## src/rtl/datapath_trace_buffer.sv

```systemverilog
// datapath_trace_buffer
// Execution-trace capture unit for the datapath core. Records (pc, result)
// retire samples into a DEPTH-entry buffer. Capture starts at once or on a
// pc match. The buffer either stops when full or overwrites the oldest entry.
// Captured entries drain oldest-first through a valid/ready read port. Reads
// are accepted in every state, including while capture is still running.
//
// Ports:
//   clk, rst_n            rising-edge clock, asynchronous active-low reset
//   arm                   pulse: clear buffer, latch mode, enter ARMED
//   stop                  pulse: end capture (ARMED/CAPTURE -> DONE)
//   mode                  0 = stop when full, 1 = circular overwrite
//   trig_en, trig_pc      wait for pc_in == trig_pc before capturing
//   sample_valid          pc_in/result_in carry a retired instruction
//   pc_in, result_in      datapath sample
//   rd_valid, rd_ready    read handshake for the head (oldest) entry
//   rd_pc, rd_result      head entry contents
//   count                 occupancy, 0..DEPTH
//   overflow              sticky: an entry was overwritten in circular mode
//   state                 IDLE=0, ARMED=1, CAPTURE=2, DONE=3
module datapath_trace_buffer #(
    parameter int DATA_W = 32,
    parameter int PC_W   = 8,
    parameter int DEPTH  = 16,
    localparam int CNT_W = $clog2(DEPTH) + 1
) (
    input  logic              clk,
    input  logic              rst_n,
    input  logic              arm,
    input  logic              stop,
    input  logic              mode,
    input  logic              trig_en,
    input  logic [PC_W-1:0]   trig_pc,
    input  logic              sample_valid,
    input  logic [PC_W-1:0]   pc_in,
    input  logic [DATA_W-1:0] result_in,
    output logic              rd_valid,
    input  logic              rd_ready,
    output logic [PC_W-1:0]   rd_pc,
    output logic [DATA_W-1:0] rd_result,
    output logic [CNT_W-1:0]  count,
    output logic              overflow,
    output logic [1:0]        state
);

    localparam int PTR_W = $clog2(DEPTH);

    typedef enum logic [1:0] {
        IDLE    = 2'd0,
        ARMED   = 2'd1,
        CAPTURE = 2'd2,
        DONE    = 2'd3
    } state_t;

    state_t                 r_state;
    state_t                 w_stateNext;
    logic [PTR_W-1:0]       r_wrPtr;
    logic [PTR_W-1:0]       r_rdPtr;
    logic [CNT_W-1:0]       r_count;
    logic                   r_overflow;
    logic                   r_mode;
    logic [PC_W+DATA_W-1:0] r_mem [DEPTH];

    logic w_full;
    logic w_read;
    logic w_trigHit;
    logic w_write;
    logic w_overwrite;
    logic w_fillsUp;

    // Handshake and write qualification. arm suppresses both the read and
    // the write of its cycle. A stop-mode buffer that is full accepts no
    // further writes. A full circular buffer overwrites only when no read
    // frees a slot on the same edge.
    always_comb begin
        w_full      = (r_count == CNT_W'(DEPTH));
        w_read      = !arm && (r_count != '0) && rd_ready;
        w_trigHit   = sample_valid && (!trig_en || (pc_in == trig_pc));
        w_write     = !arm
                      && (((r_state == ARMED) && w_trigHit)
                          || ((r_state == CAPTURE) && sample_valid))
                      && (r_mode || !w_full || w_read);
        w_overwrite = w_write && w_full && !w_read;
        w_fillsUp   = w_write && !r_mode && !w_read
                      && (r_count == CNT_W'(DEPTH - 1));
    end

    // State register.
    always_ff @(posedge clk or negedge rst_n) begin
        if (!rst_n) begin
            r_state <= IDLE;
        end else begin
            r_state <= w_stateNext;
        end
    end

    // Next-state logic. The triggering sample itself is captured, so the
    // write that leaves ARMED can also be the one that fills the buffer.
    always_comb begin
        w_stateNext = r_state;
        if (arm) begin
            w_stateNext = ARMED;
        end else begin
            case (r_state)
                ARMED: begin
                    if (stop || w_fillsUp) begin
                        w_stateNext = DONE;
                    end else if (w_write) begin
                        w_stateNext = CAPTURE;
                    end
                end
                CAPTURE: begin
                    if (stop || w_fillsUp) begin
                        w_stateNext = DONE;
                    end
                end
                default: begin
                end
            endcase
        end
    end

    // Pointers, occupancy and sticky overflow. The read pointer also moves
    // on an overwrite so the head is always the oldest surviving entry.
    always_ff @(posedge clk or negedge rst_n) begin
        if (!rst_n) begin
            r_wrPtr    <= '0;
            r_rdPtr    <= '0;
            r_count    <= '0;
            r_overflow <= 1'b0;
            r_mode     <= 1'b0;
        end else if (arm) begin
            r_wrPtr    <= '0;
            r_rdPtr    <= '0;
            r_count    <= '0;
            r_overflow <= 1'b0;
            r_mode     <= mode;
        end else begin
            if (w_write) begin
                r_wrPtr <= r_wrPtr + PTR_W'(1);
            end
            if (w_read || w_overwrite) begin
                r_rdPtr <= r_rdPtr + PTR_W'(1);
            end
            if (w_write && !w_overwrite && !w_read) begin
                r_count <= r_count + CNT_W'(1);
            end else if (w_read && !w_write) begin
                r_count <= r_count - CNT_W'(1);
            end
            if (w_overwrite) begin
                r_overflow <= 1'b1;
            end
        end
    end

    // Sample storage. It has no reset; count alone decides what is valid.
    always_ff @(posedge clk) begin
        if (w_write) begin
            r_mem[r_wrPtr] <= {pc_in, result_in};
        end
    end

    // Output decode, all from registered state.
    always_comb begin
        rd_valid             = (r_count != '0);
        {rd_pc, rd_result}   = r_mem[r_rdPtr];
        count                = r_count;
        overflow             = r_overflow;
        state                = r_state;
    end

endmodule

```

## config.mk

```make
export PLATFORM = sky130hd
export DESIGN_NAME = datapath_trace_buffer
export DESIGN_NICKNAME = d
export VERILOG_FILES = /design/src/rtl/datapath_trace_buffer.sv
export SDC_FILE = /design/constraint.sdc
export NUM_CORES = 1
export LEC_CHECK = 0
export ABC_AREA = 1
export BUFFER_PORTS_ARGS = -buffer_cell sky130_fd_sc_hd__buf_2
export CAP_MARGIN = 30
export CORE_MARGIN = 2
export CORE_UTILIZATION = 44
export CTS_BUF_LIST = sky130_fd_sc_hd__clkbuf_2
export DETAILED_ROUTE_END_ITERATION = 8
export PLACE_DENSITY_LB_ADDON = 0.15
export SLEW_MARGIN = 20
export SYNTH_ARGS = -nofsm -noshare
export SYNTH_HDL_FRONTEND = slang
export SYNTH_SLANG_ARGS = --single-unit
```

## constraint.sdc

```tcl
create_clock -name clk -period 7.97 [get_ports clk]
set_input_delay 1.594 -clock clk [delete_from_list [all_inputs] [get_ports clk]]
set_output_delay 1.594 -clock clk [all_outputs]
set_load 0.1 [all_outputs]
```

---- Word-level counts from Yosys, hierarchy flattened ----
Memories as Yosys holds them, arrays and structs flattened.
Cells that the tools add are included.
storage, ports and cells
  input port bits ......................... 56
  memories kept ........................... 1
  register bits ........................... 17
  bits in writable memories ............... 640
memory list
  name   depth  width  read ports  clocked after memory_dff  wr ports  RTL line  source
  r_mem  16     40     1           0                         1         62        logic [PC_W+DATA_W-1:0] r_mem [DEPTH];
cells by class
  add/subtract/negate cells ............... 4
  mux-type cells .......................... 16
  reductions and logical operators ........ 35
  eq/ne operators ......................... 7
operator list
  cell                                                  count
  two-way mux 4 bit                                     4
  logical AND 1 bit                                     15
  two-way mux 5 bit                                     3
  adder 4 x 1 -> 4 bit (second input constant)          2
  equality test 8 bit                                   1
  two-way mux 2 bit                                     4
  zero test 1 bit                                       7
  logical OR 1 bit                                      6
  nonzero test 2 bit                                    3
  nonzero test 3 bit                                    2
  adder 5 x 1 -> 5 bit (second input constant)          1
  equality test 5 x 4 -> 1 bit (second input constant)  1
  equality test 5 bit (second input constant)           1
  nonzero test 5 bit                                    1
  subtractor 5 x 1 -> 5 bit (second input constant)     1
  two-way mux 1 bit                                     4
  != test 4 x 3 -> 1 bit (second input constant)        1
  case mux 2 bit (2 select lines)                       1
  != test 3 x 2 -> 1 bit (second input constant)        1
  AND reduction 3 bit                                   1
  equality test 2 x 1 -> 1 bit (second input constant)  1
  equality test 2 bit (second input constant)           1

---- Longest topological paths before layout ----
Gate-level depths: netlist of run 1.
  depth after elaboration ................. 14
  mapped depth ............................ 19
  depth with buffers taken out ............ 19

---- Least setup slack after synthesis of run 1 ----
No wires, ideal clock.
  kind .................................... input to register
  start point ............................. in trig_pc[2]
  end point ............................... mem r_mem[4][0] (netlist name), enable pin
  cell stages on the path ................. 10
  setup time .............................. 487 ps
  setup slack ............................. 2,285 ps
  buffers on the path ..................... 1
  required time ........................... 7,483 ps
  arrival time ............................ 5,198 ps
  cell sequence ........................... xnor2_1 > nand2_1 > nor2_1 > nand2_1 > nand2_1 > nand2_1 > nand2_4 > nand2_8 > buf_2 > nor3_1
on the way
  longest elaborated chain between the ends .. 9
ends and longest elaborated chain
  element                                  RTL line  source
  start, declared                          33        input logic [PC_W-1:0] trig_pc,
  equality test 8 bit                      78        w_trigHit = sample_valid && (!trig_en || (pc_in == trig_pc));
  logical OR 1 bit                         78
  logical AND 1 bit                        78
  logical AND 1 bit                        80        && (((r_state == ARMED) && w_trigHit)
  logical OR 1 bit                         81        || ((r_state == CAPTURE) && sample_valid))
  logical AND 1 bit                        80
  logical AND 1 bit                        82        && (r_mode || !w_full || w_read);
  two-way mux 1 bit                        158       if (w_write) begin
  two-way mux 1 bit (not written as such)  159       r_mem[r_wrPtr] <= {pc_in, result_in};
  end, declared                            62
Every way passes these cells.

---- Worst setup path in the final report of run 1 ----
  start point ............................. reg r_rdPtr[2]
  end point ............................... out rd_result[31]
on the way
  longest elaborated chain between the ends .. 1
ends and longest elaborated chain
  element                    RTL line  source
  start, declared            58        logic [PTR_W-1:0] r_rdPtr;
  start signal, assigned     143       r_rdPtr <= r_rdPtr + PTR_W'(1);
  memory read (16 x 40 bit)  -
  end, declared              40        output logic [DATA_W-1:0] rd_result,
Every way passes these cells.

==> results of run 1 <==
## cells in the mapped netlist (all sizes together)
cell and number:
a21oi 107, a221oi 51, buf 58, clkbuf 66
dfrtp 17, edfxtp 640, fa 1, ha 9
inv 33, nand2 329, nand3 66, nand3b 1
nand4 35, nor2 176, nor3 14, nor4 1
o211ai 1, o21a 1, o21ai 220, o221ai 29
o22ai 52, xnor2 4, xor2 4
## registers in the layout, indices dropped and copies added (netlist names)
signal and cells:
state 2, r_mode 1, overflow 1, r_rdPtr 4, r_wrPtr 4, r_mem 640, count 5
## power by group through the flow
stage               combinational (mW)  clock, mW  sequential [mW]
finish                            2.19       2.23             3.93
global route                      2.35       2.47             3.95
CTS                               2.19       2.30             3.93
detailed placement                2.19          0             4.01
global placement                  2.15          0             4.01
floorplan                         1.69          0             4.04
## worst min-delay path by stage
stage                         start                     end  slack, ns
4_1_cts                       rst_n  r_rdPtr[1]$_DFFE_PN0P_       0.04
5_1_grt                       rst_n  r_rdPtr[2]$_DFFE_PN0P_       0.07
2_1_floorplan    r_mode$_DFFE_PN0P_      r_mode$_DFFE_PN0P_       0.48
3_5_place_dp   overflow$_DFFE_PN0P_    overflow$_DFFE_PN0P_       0.49
3_3_place_gp   overflow$_DFFE_PN0P_    overflow$_DFFE_PN0P_       0.48
6_report                      rst_n  r_rdPtr[1]$_DFFE_PN0P_       0.19
## kinds of logic after synthesis
kind of cell    after synthesis  synth area share [%]
simple gates                622                  10.2
buf+inv                     157                  2.75
flops                       657                  75.8
fa+ha+maj                    10                 0.512
xor+xnor                      8                 0.270
compound gates              461                  10.5
## metrics by stage
step                cells  utilization (%)  hold slack (ns)  instance area (um2)
floorplan            1915                -            0.484                25900
global placement     2692             46.9            0.477                27200
detailed placement   2697             47.1            0.488                27300
CTS                  2981             49.6           0.0445                28700
global route         2984             49.7           0.0721                28800
finish               2989             49.7            0.193                28800
## metal layers
layer	global-route usage, %	vias up
li1	-	7657
met1	30.8	8254
met2	37.1	600
met3	5.78	95
met4	7.69	0
met5	0	-
## area by class of cell
type                            instances  area [um2]  area share, %
Sequential cell                       657       19700           68.3
Antenna cell                            6        15.0         0.0522
Inverter                               33         136          0.474
Timing Repair Buffer                  143         902           3.14
Clock buffer                          242        1210           4.21
Clock inverter                         42         246          0.857
Tap cell                              765         957           3.33
Multi-Input combinational cell       1101        5650           19.6
==> flow_summary.toml, run 1 <==
[layout]
fillers = 5163
most-common-layout-cells = "edfxtp_1, nand2_1, clkbuf_2"
final_common_cell = "edfxtp_1"
drive_gt1_share_pct = 19.9
fin_nets = 2169
area_growth_pct = 11.1

[floorplan]
num_rows = 88
fp.dieH_um = 247
dieArea_um2 = 60800
start_util_pct = 44.7
die_w_um = 247
ioPinCount = 105
core-area_um2 = 57900

[clock_network]
cts_tree = "built"
numCtsBuffers = 167
post_cts_resize_count = 0
cts_sinks = 657
cts.htree.levels = 4
root_buffer = "clkbuf_2"
clk_latency_ns = 1.33
clock_path_buffers = 3
cts_hold_buf = 0
post_cts_buffers = 0
clk_pin_slew_ns = 0.10

[worst_setup_path]
required_ns = 6.38
critPathBufInv = 5
crit_path_end = "rd_result[31]"
end_kind = "output pin"
r2r-end = "r_mem[15][34]$_DFFE_PP_"
cp_max_fo = 38
critPathLaunchType = "flop"
cp_slowest_cell = "inv_2"
r2r_cells = 9
crit_type = "flop to output pin"
crit_start = "r_rdPtr[2]$_DFFE_PN0P_"
cp_num_cells = 10
max_stage_delay_ns = 0.63
worstPathArrival_ns = 4.78
critPathTopFamily = "buffers and inverters"
r2r_slack_ns = 4.73
r2r-start = "count[1]$_DFFE_PN0P_"
path_cells = "inv_2, nor2_4, buf_4, inv_2, buf_4, a21oi_1, a221oi_1, o21ai_0, nand2_1, buf_2"

[route]
vias = 16606
met2_length_mm = 33.4
wl_per_cell_um = 23.0
highest_layer = "met4"
met1_length_mm = 29.1
viasPerCell = 5.56
wl_met3_mm = 4.92
drt_wl_total_mm = 68.8
first_iter_violations = 1491
drtAntennaViolNets = 0
drc_errors = 0
drt-pass1-iter-count = 5

[yosys]
syn-num-nets = 1981
synth.avg_cell_area_um2 = 13.5
synth.yosys.seq_area_share_pct = 75.8
synthTopCellsByArea = "edfxtp_1, nand2_1, o21ai_0"
syn_inst = 1915
yosysUniqueCellTypes = 41
synth_area_um2 = 25900
synth_seq_cells = 657
yosysWarnings = 0
synth_top_area_cell = "edfxtp_1"
synth_top_area_share_pct = 74.2

[worst_hold_path]
hp-class = "input pin to asynchronous set/reset pin"

[placement]
pre_cts_slack_ns = 2.97
dpl.hpwl_mm = 34.0
io_buffers = 104
place_congestion = 0.734

[timing]
maxSlewViolCount = 0
setup_viol = 0
fin_ws_ns = 1.59
period_minus_slack_ns = 6.38
fin_setup_tns_ns = 0
rsz0062_at_grt = "no"
worstMarginPinSlew_ns = 0.974
final.period_utilization_pct = 80.0
fin_skew_ns = 0.107
hold_violations = 0
slew-limit-headroom_pct = 35.1
clock.fmax_mhz = 157

[global_routing]
grt_pass1_wl_mm = 103
grt.total_usage_pct = 23.1
grt.overflow.total = 0
grt_max_degree = 127
antenna_found_initial = 3
grt_pass1_vias = 16639

[pwr]
p_leak_nw = 10.2
p_total_mw = 8.35
p_clk_share_pct = 26.7
switchingPower_mw = 3.18
combPwrFrac_pct = 26.2
pwr-share-seq_pct = 47.1
switching_share_pct = 38.1
internal_power_mw = 5.17
max-vdd-ir-drop_uv = 272
p_per_area_nw_per_um2 = 290

[status]
outcome = "complete, no violations"

[job]
max-cap-violations = 0
No activity file was read; power rests on OpenSTA's default activity.
==> run 2: changes to the inputs <==
clock period = 6.4 ns   (was 7.97 ns; I/O delays follow)
==> flow_summary.toml, run 2 (synthesized netlist as in run 1, its figures left out) <==
[timing]
maxSlewViolCount = 0
hold_violations = 0
slew-limit-headroom_pct = 36.6
worstMarginPinSlew_ns = 0.951
setup_viol = 0
period_minus_slack_ns = 5.76
final.period_utilization_pct = 90.1
fin_skew_ns = 0.0628
fin_setup_tns_ns = 0
rsz0062_at_grt = "no"
clock.fmax_mhz = 173

[floorplan]
ioPinCount = 105
core-area_um2 = 57900
fp.dieH_um = 247
die_w_um = 247
num_rows = 88
start_util_pct = 44.7
dieArea_um2 = 60800

[worst_setup_path]
cpMostUsedCell = "nand2_1"
r2r-end = "r_mem[15][5]$_DFFE_PP_"
r2r_slack_ns = 3.21
r2r-start = "count[1]$_DFFE_PN0P_"
max_stage_delay_ns = 0.75
crit_type = "flop to output pin"
worstPathArrival_ns = 4.48
cp_slowest_cell = "dfrtp_4"
crit_start = "r_rdPtr[0]$_DFFE_PN0P_"
end_kind = "output pin"
cp_max_fo = 130
critPathLaunchType = "flop"
r2r_cells = 9
required_ns = 5.12
path_cells = "inv_8, buf_16, buf_4, nand2_1, a221oi_1, o21ai_0, nand2_1, buf_2"

[clock_network]
clk_pin_slew_ns = 0.09
numCtsBuffers = 164
post_cts_resize_count = 0
cts_sinks = 657
post_cts_buffers = 0
cts.htree.levels = 4
clk_latency_ns = 1.35
cts_tree = "built"
clock_path_buffers = 3
root_buffer = "clkbuf_2"

[worst_hold_path]
worstHoldStart = "mode"
hold_depth = 3
hold_end = "r_mode$_DFFE_PN0P_"
hp-class = "input pin to flop"

[layout]
final_common_cell = "edfxtp_1"
most-common-layout-cells = "edfxtp_1, nand2_1, clkbuf_2"
final_util_pct = 49.9
final_cells = 2981
area_growth_pct = 11.5
fillers = 5201
regMostFlops = "r_mem"
drive_gt1_share_pct = 20.4
fin_nets = 2170
largest_reg_flops = 640

[route]
wl_per_cell_um = 22.8
drtAntennaViolNets = 0
vias = 16718
viasPerCell = 5.61
drt-pass1-iter-count = 7
drc_errors = 0
first_iter_violations = 1544
drt_wl_total_mm = 67.9

[job]
max-cap-violations = 0

[pwr]
max-vdd-ir-drop_uv = 225
p_per_area_nw_per_um2 = 360
p_leak_nw = 10.3

[status]
outcome = "complete, no violations"

[placement]
place_congestion = 0.757
dpl.hpwl_mm = 34.0
place_inst = 2701
io_buffers = 104

[global_routing]
grt_max_degree = 131
grt.overflow.total = 0
grt.total_usage_pct = 22.8
grt_pass1_vias = 16675
grt_pass1_wl_mm = 102
antenna_found_initial = 3
==> run 2: metal layers <==
metal  up-vias  GRT usage, %  share of wire [%]
met3       124          5.19                6.8
met4         2          8.35                2.4
met5         -             0              0.019
met2       583          36.7                 48
met1      8367          30.4                 42
li1       7642             -                  -
==> run 2: how the worst max path moves through the flow <==
| stage | end | slack, ns | cells past startpoint |
|---|---|---|---|
| after global routing | rd_result[22] | 0.31 | 8 |
| after CTS | rd_result[22] | 0.48 | 8 |
| after detailed placement | r_mem[15][12]$_DFFE_PP_ | 1.97 | 12 |
| after global placement | rd_result[22] | 1.98 | 7 |
| final | rd_result[22] | 0.64 | 8 |
| after floorplan | r_mem[4][0]$_DFFE_PP_ | 0.78 | 9 |
==> run 2: layout make-up <==
cell class | instances | area [um2] | area share [%]
flip-flops and latches | 657 | 19700 | 68.1
multi-input cells | 1101 | 5660 | 19.6
clock buffers | 248 | 1240 | 4.30
repair buffers | 147 | 1000 | 3.48
well taps | 765 | 957 | 3.31
clock inverters | 28 | 216 | 0.750
inverters | 33 | 136 | 0.472
diodes | 2 | 5.00 | 0.0173
==> run 2: timing repair <==
item,in CTS,in global routing
endpoints found under the setup margin,0,0
hold endpoints to repair,17,0
hold buffers,1,0
==> run 2: power breakdown <==
group          leakage [nW]  internal [mW]  switching (mW)
combinational          3.17          0.532            2.20
clock                  1.14           1.17            1.62
sequential             5.97           4.77           0.110
total                  10.3           6.48            3.93
==> run 2: stage by stage <==
stage / hold WS (ns) / power (mW) / cell area [um2] / setup WS, ns
6_report: 0.203 / 10.4 / 28900 / 0.636
5_1_grt: 0.0883 / 10.9 / 28900 / 0.307
4_1_cts: 0.0275 / 10.5 / 28900 / 0.480
3_5_place_dp: 0.482 / 7.72 / 27400 / 1.97
3_3_place_gp: 0.473 / 7.67 / 27300 / 1.98
2_1_floorplan: 0.484 / 7.13 / 25900 / 0.784
==> run 2: worst max-delay path, delay by kind of cell (launching register included) <==
kind            cells  cell delay (ns)
flops               1             0.75
compound gates      2             0.40
simple gates        2             0.21
buf+inv             4             1.71
